$ cat src/rtl/regdump_pkg.sv
// regdump_pkg -- shared definitions for the register-file debug dumper.
//
// Contents:
//   REG_ADDR_W : register address width of the CPU register file (32 registers)
//   REG_COUNT  : number of registers in the register file
//   state_t    : dumper FSM states (IDLE, READ, SEND, DONE)
package regdump_pkg;

  localparam int REG_ADDR_W = 5;
  localparam int REG_COUNT  = 32;

  typedef enum logic [1:0] {
    IDLE = 2'd0,
    READ = 2'd1,
    SEND = 2'd2,
    DONE = 2'd3
  } state_t;

endpackage : regdump_pkg

$ cat src/rtl/regfile_dumper_if.sv
// regfile_dumper_if -- bus bundle between the dumper, the register-file debug
// read port and the downstream debug stream consumer.
//
// Signals:
//   Dbg_addr  : address to the register-file debug read port (dumper drives)
//   Dbg_data  : combinational read data for Dbg_addr (register file drives)
//   out_valid : beat available (dumper drives)
//   out_ready : consumer accepts the beat (consumer drives)
//   out_addr  : register address of the current beat (dumper drives)
//   out_data  : register value of the current beat (dumper drives)
//
// Modports:
//   master : dumper side
//   slave  : register file / stream consumer side
interface regfile_dumper_if
  import regdump_pkg::*;
#(
  parameter int DATA_W = 32,
  parameter int ADDR_W = REG_ADDR_W
);

  logic [ADDR_W-1:0] Dbg_addr;
  logic [DATA_W-1:0] Dbg_data;
  logic              out_valid;
  logic              out_ready;
  logic [ADDR_W-1:0] out_addr;
  logic [DATA_W-1:0] out_data;

  modport master (
    output Dbg_addr,
    input  Dbg_data,
    output out_valid,
    input  out_ready,
    output out_addr,
    output out_data
  );

  modport slave (
    input  Dbg_addr,
    output Dbg_data,
    input  out_valid,
    output out_ready,
    input  out_addr,
    input  out_data
  );

endinterface : regfile_dumper_if

$ cat src/rtl/regfile_dumper.sv
// regfile_dumper -- sequential debug reader for the CPU register file.
//
// On a start pulse in IDLE it walks the inclusive range first_addr..last_addr
// (modulo 2^ADDR_W, so first > last wraps through the top address to 0) over
// the debug read port and emits one {address, data} beat per register on a
// valid/ready stream. It never writes the register file.
//
// Ports:
//   clk        : system clock, rising edge
//   rst        : asynchronous, active-high reset
//   start      : one-cycle dump request, sampled only in IDLE
//   first_addr : first register to dump, captured on start
//   last_addr  : final register to dump, captured on start
//   busy       : high whenever the FSM is not in IDLE
//   done       : one-cycle pulse when a dump completes
//   bus        : regfile_dumper_if.master (debug read port + output stream)
//
// Build option:
//   REGDUMP_SKIP_ZERO_EN : when defined, address 0 is never emitted; a READ
//                          on address 0 advances without visiting SEND.
module regfile_dumper
  import regdump_pkg::*;
#(
  parameter int DATA_W = 32,
  parameter int ADDR_W = REG_ADDR_W
) (
  input  logic              clk,
  input  logic              rst,
  input  logic              start,
  input  logic [ADDR_W-1:0] first_addr,
  input  logic [ADDR_W-1:0] last_addr,
  output logic              busy,
  output logic              done,
  regfile_dumper_if.master  bus
);

  localparam logic [ADDR_W-1:0] ADDR_ZERO = {ADDR_W{1'b0}};
  localparam logic [ADDR_W-1:0] ADDR_ONE  = {{(ADDR_W-1){1'b0}}, 1'b1};
  localparam logic [DATA_W-1:0] DATA_ZERO = {DATA_W{1'b0}};

  state_t            r_state;
  state_t            w_state_nxt;
  logic [ADDR_W-1:0] r_cnt;
  logic [ADDR_W-1:0] w_cnt_nxt;
  logic [ADDR_W-1:0] r_end;
  logic [ADDR_W-1:0] w_end_nxt;
  logic [ADDR_W-1:0] r_out_addr;
  logic [ADDR_W-1:0] w_out_addr_nxt;
  logic [DATA_W-1:0] r_out_data;
  logic [DATA_W-1:0] w_out_data_nxt;
  logic              r_valid;
  logic              r_busy;
  logic              r_done;
  logic              w_last;

  // The walk is inclusive of the end address, so the final beat is the one
  // taken while the counter equals the captured end.
  assign w_last = (r_cnt == r_end);

  // Next-state, counter and beat-capture logic.
  always_comb begin
    w_state_nxt    = r_state;
    w_cnt_nxt      = r_cnt;
    w_end_nxt      = r_end;
    w_out_addr_nxt = r_out_addr;
    w_out_data_nxt = r_out_data;
    case (r_state)
      IDLE: begin
        if (start) begin
          w_state_nxt = READ;
          w_cnt_nxt   = first_addr;
          w_end_nxt   = last_addr;
        end else begin
          w_cnt_nxt   = ADDR_ZERO;
        end
      end
      READ: begin
`ifdef REGDUMP_SKIP_ZERO_EN
        if (r_cnt == ADDR_ZERO) begin
          // x0 is skipped: advance without presenting a beat.
          if (w_last) begin
            w_state_nxt = DONE;
          end else begin
            w_cnt_nxt   = r_cnt + ADDR_ONE;
          end
        end else begin
          w_state_nxt    = SEND;
          w_out_addr_nxt = r_cnt;
          w_out_data_nxt = bus.Dbg_data;
        end
`else
        w_state_nxt    = SEND;
        w_out_addr_nxt = r_cnt;
        w_out_data_nxt = bus.Dbg_data;
`endif
      end
      SEND: begin
        // The beat registers are untouched here, so the presented beat stays
        // stable through any stall even if the register file is written.
        if (bus.out_ready) begin
          if (w_last) begin
            w_state_nxt = DONE;
          end else begin
            w_state_nxt = READ;
            w_cnt_nxt   = r_cnt + ADDR_ONE;
          end
        end else begin
          w_state_nxt = SEND;
        end
      end
      DONE: begin
        w_state_nxt = IDLE;
        w_cnt_nxt   = ADDR_ZERO;
      end
      default: begin
        w_state_nxt = IDLE;
        w_cnt_nxt   = ADDR_ZERO;
      end
    endcase
  end

  // State register.
  always_ff @(posedge clk or posedge rst) begin
    if (rst) begin
      r_state <= IDLE;
    end else begin
      r_state <= w_state_nxt;
    end
  end

  // Datapath registers and status flags; the flags are decoded from the next
  // state so the outputs come straight from flops aligned with r_state.
  always_ff @(posedge clk or posedge rst) begin
    if (rst) begin
      r_cnt      <= ADDR_ZERO;
      r_end      <= ADDR_ZERO;
      r_out_addr <= ADDR_ZERO;
      r_out_data <= DATA_ZERO;
      r_valid    <= 1'b0;
      r_busy     <= 1'b0;
      r_done     <= 1'b0;
    end else begin
      r_cnt      <= w_cnt_nxt;
      r_end      <= w_end_nxt;
      r_out_addr <= w_out_addr_nxt;
      r_out_data <= w_out_data_nxt;
      r_valid    <= (w_state_nxt == SEND);
      r_busy     <= (w_state_nxt != IDLE);
      r_done     <= (w_state_nxt == DONE);
    end
  end

  assign bus.Dbg_addr  = r_cnt;
  assign bus.out_valid = r_valid;
  assign bus.out_addr  = r_out_addr;
  assign bus.out_data  = r_out_data;
  assign busy          = r_busy;
  assign done          = r_done;

endmodule : regfile_dumper

$ cat src/flat_wrapper.sv
// flat-port wrapper written by rule: the top's interface ports become plain ports
module regfile_dumper_flat import regdump_pkg::*;
#(
  parameter int DATA_W = 32,
  parameter int ADDR_W = REG_ADDR_W
)
  (clk, rst, start, first_addr, last_addr, busy, done, bus_Dbg_addr, bus_Dbg_data, bus_out_valid, bus_out_ready, bus_out_addr, bus_out_data);
  regfile_dumper_if #(.DATA_W(DATA_W), .ADDR_W(ADDR_W)) bus_i ();
  input  logic clk;
  input  logic rst;
  input  logic start;
  input  logic [ADDR_W-1:0] first_addr;
  input  logic [ADDR_W-1:0] last_addr;
  output logic busy;
  output logic done;
  output wire logic [$bits(bus_i.Dbg_addr)-1:0] bus_Dbg_addr;
  input wire logic [$bits(bus_i.Dbg_data)-1:0] bus_Dbg_data;
  output wire logic [$bits(bus_i.out_valid)-1:0] bus_out_valid;
  input wire logic [$bits(bus_i.out_ready)-1:0] bus_out_ready;
  output wire logic [$bits(bus_i.out_addr)-1:0] bus_out_addr;
  output wire logic [$bits(bus_i.out_data)-1:0] bus_out_data;
  assign bus_Dbg_addr = bus_i.Dbg_addr;
  assign bus_i.Dbg_data = bus_Dbg_data;
  assign bus_out_valid = bus_i.out_valid;
  assign bus_i.out_ready = bus_out_ready;
  assign bus_out_addr = bus_i.out_addr;
  assign bus_out_data = bus_i.out_data;
  regfile_dumper #(.DATA_W(DATA_W), .ADDR_W(ADDR_W)) u_core (.clk(clk), .rst(rst), .start(start), .first_addr(first_addr), .last_addr(last_addr), .busy(busy), .done(done), .bus(bus_i));
endmodule
$ cat config.mk
export PLATFORM = sky130hd
export DESIGN_NAME = regfile_dumper_flat
export DESIGN_NICKNAME = d
export VERILOG_FILES = /design/src/rtl/regdump_pkg.sv /design/src/rtl/regfile_dumper_if.sv /design/src/rtl/regfile_dumper.sv /design/src/flat_wrapper.sv
export SDC_FILE = /design/constraint.sdc
export NUM_CORES = 1
export LEC_CHECK = 0
export CAP_MARGIN = 5
export CORE_MARGIN = 1
export CORE_UTILIZATION = 39
export DETAILED_ROUTE_END_ITERATION = 10
export GPL_ROUTABILITY_DRIVEN = 0
export GPL_TIMING_DRIVEN = 0
export PLACE_DENSITY_LB_ADDON = 0.3
export SLEW_MARGIN = 20
export SYNTH_ARGS = -nofsm -noshare
export SYNTH_HDL_FRONTEND = slang
export SYNTH_SLANG_ARGS = --single-unit
$ cat constraint.sdc
create_clock -name clk -period 1.6 [get_ports clk]
set_input_delay 0.32 -clock clk [delete_from_list [all_inputs] [get_ports clk]]
set_output_delay 0.32 -clock clk [all_outputs]
set_load 0.01 [all_outputs]
==> key figures <==
Final layout
  – Post-route cell area: 3510 um2
  – Area Growth Syn to Fin: 55.3%
  – Diode count: 0
  – Final Util: 63.4%
  – NumNets Final: 402
  – Layout cells sized above 1: 14.1%

Drt
  – DRT antenna net count: 0
  – Post-Route WL: 5500 um
  – Routed vias: 2,038
  – Drt via density: 4.77
  – # DRC: 0
  – DRT iter0 DRCs: 94
  – Routed WL per cell: 12.9 um
  – DRT Pass-1 Iters: 4

Clock network
  – CTS clk-pin slew, worst paths: 90 ps
  – Number of buffers created by CTS: 5
  – CTS Buffer Depth: 2
  – Root buffer cell: clkbuf_8
  – CTS tree: built
  – CTS Sinks: 52
  – Clock Latency Late Sink: 300 ps
  – H-tree depth: 2

Worst setup path
  – Worst Path Buf+Inv: 0
  – CP Cell Sequence: xnor2_1, nand2_1, or2_4, and3_4, a311o_1
  – Slowest-stage cell, CP: dfrtp_1
  – Crit path kind: flip-flop to flip-flop
  – R2R Setup Slk: -60 ps
  – Worst EP required: 1790 ps
  – Worst setup SP type: flip-flop
  – R2r startpoint: u_core.bus.Dbg_addr[1]$_DFFE_PP0P_
  – Arr. time, crit path: 1850 ps
  – Maximum fanout along the worst path: 4
  – Slowest Stage Delay on Critical Path: 450 ps
  – Worst R2R Path Depth: 5
  – Setup crit end kind: flip-flop
  – R2r endpoint: u_core.bus.Dbg_addr[2]$_DFFE_PP0P_
  – CP top delay family: simple AND/OR/NAND/NOR gates

STA
  – Clock Skew: 3.16 ps
  – RSZ-0062 raised after global routing: true
  – Hold WS: 327 ps
  – Endpoints failing setup: 1
  – Slew @ Worst Pin: 453 ps
  – Fmax: 0.601 GHz
  – Final Critical Period: 1660 ps
  – Final hold violations: 0
  – Post-Route Setup TNS: -63.6 ps
  – Max-slew violations: 0
  – Worst setup slack after layout: -63.6 ps
  – Final worst path period share: 104%
  – Rel. slew slack: 69.8%

Synthesis
  – Syn nets: 291
  – Number of distinct library cells after synthesis: 38
  – Synth Area in Compound Gates: 6.42%
  – Adder-cell share of the synthesized area: 0.553%
  – Yosys reg bits: 52
  – Number of synthesis warnings: 0
  – Syn Area/Cell: 9.27 um2
  – Seq/Total Area, Yosys: 57.6%
  – Multiplexer area fraction after synthesis: 2.49%
  – XOR/XNOR Fraction of Synth Area: 3.10%
  – Mapped Area: 2260 um2
  – Largest family of logic cells by synthesized area: simple AND/OR/NAND/NOR gates
  – Post-Synth Simple-Gate Area: 26.4%
  – Syn Inst Count: 244

GRT
  – Initial antenna violation count: 0
  – Largest net degree at the start of global routing: 34
  – GRT Overall Usage: 19.1%
  – Global route overflow: 0
  – First-pass GRT wire length: 9160 um
  – Vias in the first global route: 1,957

Die
  – Core area: 5540 um2
  – Initial Util: 40.8%
  – Die height: 78.1 um
  – Die width: 78.1 um
  – I/O pin cnt: 91
  – Die area: 6110 um2
  – FP Rows: 27

Flow run
  – Max-Cap Viols: 0

Placed design
  – Post-DP HPWL: 3810 um
  – IO Port Bufs: 90
  – Placed standard-cell area: 3280 um2

Status
  – Status: complete, but fails checks
  – Violated checks: negative setup slack

Hold path
  – Tightest Hold Check Type: input pin to async pin

Pwr
  – Total power density per cell area: 1910 nW/um2
  – Worst VDD drop: 0.969 mV
  – Tot Pwr: 6700 uW
  – Pleak: 0.00168 uW
power by group:
| part | internal, uW | leakage [uW] | switching [uW] |
|---|---|---|---|
| registers | 1940 | 0.000646 | 408 |
| clock network | 297 | 0.0000400 | 408 |
| logic | 1960 | 0.000993 | 1680 |
| total | 4200 | 0.00168 | 2500 |
timing repair:
item / 4_1_cts / 5_1_grt
hold buffers: 0 / 0
setup buffers: 7 / 7
pin swaps: 3 / 5
resized for setup: 8 / 15
endpoints found under the setup margin: 36 / 29
registers in the layout, indices dropped and copies added, names as in the netlist:
signal,count
u_core.bus.Dbg_addr,5
u_core.bus.out_addr,5
u_core.bus.out_data,32
u_core.bus.out_valid,1
u_core.busy,1
u_core.done,1
u_core.r_end,5
u_core.r_state,2
cells in the final DEF (no fill, tap or decap), types with 2 or more instances in the layout:
cell / netlist / routed
a21oi_1: 4 / 4
buf_4: 1 / 15
buf_6: 1 / 2
clkbuf_1: 10 / 5
clkbuf_2: 0 / 5
clkbuf_8: 0 / 5
clkdlybuf4s50_1: 0 / 85
dfrtp_1: 52 / 50
dfrtp_2: 0 / 2
dlygate4sd2_1: 0 / 2
dlymetal6s2s_1: 0 / 2
inv_1: 5 / 4
mux2_2: 5 / 5
nand2_1: 115 / 115
nand2b_1: 5 / 5
nand3_1: 2 / 2
nor2_1: 7 / 5
nor2_2: 0 / 2
nor2b_1: 4 / 4
o21ai_0: 4 / 4
o221ai_1: 2 / 2
xnor2_1: 3 / 2
xnor2_2: 1 / 2
logic make-up (layout without fill, tap and decap cells):
kind of cell | count (synthesis) | after routing
AO/OA/AOI/OAI | 21 | 21
XOR/XNOR | 5 | 5
adder cells (fa/ha/maj) | 1 | 1
buffers and inverters | 18 | 129
flip-flops | 52 | 52
multiplexers | 5 | 5
AND/OR/NAND/NOR | 142 | 142
through the flow:
stage,worst slack (ps),cells
2_1_floorplan,8.72,244
4_1_cts,-52.2,421
3_5_place_dp,-276,407
3_3_place_gp,-949,406
6_report,-63.6,427
5_1_grt,-136,427
worst max-delay path by stage:
stage | startpoint | endpoint | slack (ps) | cells after the start
final | u_core.bus.Dbg_addr[1]$_DFFE_PP0P_ | u_core.bus.Dbg_addr[2]$_DFFE_PP0P_ | -60 | 5
after global routing | u_core.bus.Dbg_addr[1]$_DFFE_PP0P_ | u_core.bus.Dbg_addr[2]$_DFFE_PP0P_ | -140 | 5
after CTS | u_core.bus.Dbg_addr[4]$_DFFE_PP0P_ | u_core.bus.Dbg_addr[2]$_DFFE_PP0P_ | -50 | 6
after detailed placement | start | u_core.r_end[1]$_DFFE_PP0P_ | -280 | 4
after global placement | rst | u_core.r_end[1]$_DFFE_PP0P_ | -950 | 2
after floorplan | u_core.bus.Dbg_addr[4]$_DFFE_PP0P_ | u_core.bus.Dbg_addr[2]$_DFFE_PP0P_ | 9 | 6
area by class of cell:
cell class,instances,area (um2)
clock inverter,2,12.5
inverter,5,18.8
sequential,52,1300
fill,486,2030
buffer,12,66.3
clock buffer,5,68.8
timing repair buffer,105,1030
multi-input combinational,174,925
tap,72,90.1
metal layers:
| layer | vias to the layer above | wire length [um] | global-route usage (%) | share of wire [%] |
|---|---|---|---|---|
| met5 | - | 0 | 0 | 0 |
| met1 | 945 | 2390 | 24.7 | 43 |
| met3 | 14 | 364 | 3.60 | 6.6 |
| met2 | 82 | 2610 | 31.4 | 47 |
| met4 | 0 | 137 | 8.15 | 2.5 |
| li1 | 997 | - | - | - |
Yosys cell counts:
cell type    n  area, um2
nand2_1    115        432
xnor2_2      1       16.3
a21oi_1      4       20.0
a221oi_1     1       8.76
or2_4        1       8.76
nand3b_1     1       7.51
nand4bb_1    1       11.3
o32a_1       1       10.0
buf_1        1       3.75
inv_1        5       18.8
and3_1       1       6.26
o22ai_1      1       6.26
o21ai_1      1       5.00
and3_4       1       11.3
a311o_1      1       10.0
a21boi_0     1       7.51
nor2b_1      4       25.0
a211o_1      1       8.76
and3_2       1       7.51
clkbuf_1    10       37.5
o221ai_1     2       17.5
buf_6        1       11.3
mux2_2       5       56.3
dfrtp_1     52       1300
nor3_1       2       10.0
nor2_1       7       26.3
buf_4        1       7.51
ha_1         1       12.5
a32oi_1      1       8.76
a31oi_1      1       6.26
o31ai_1      1       7.51
xnor2_1      3       26.3
o21ai_0      4       20.0
nand3_2      1       10.0
nand2b_1     5       31.3
xnor2_4      1       27.5
a22o_1       1       8.76
nand3_1      2       10.0
Power figures use the tool's default switching activity.
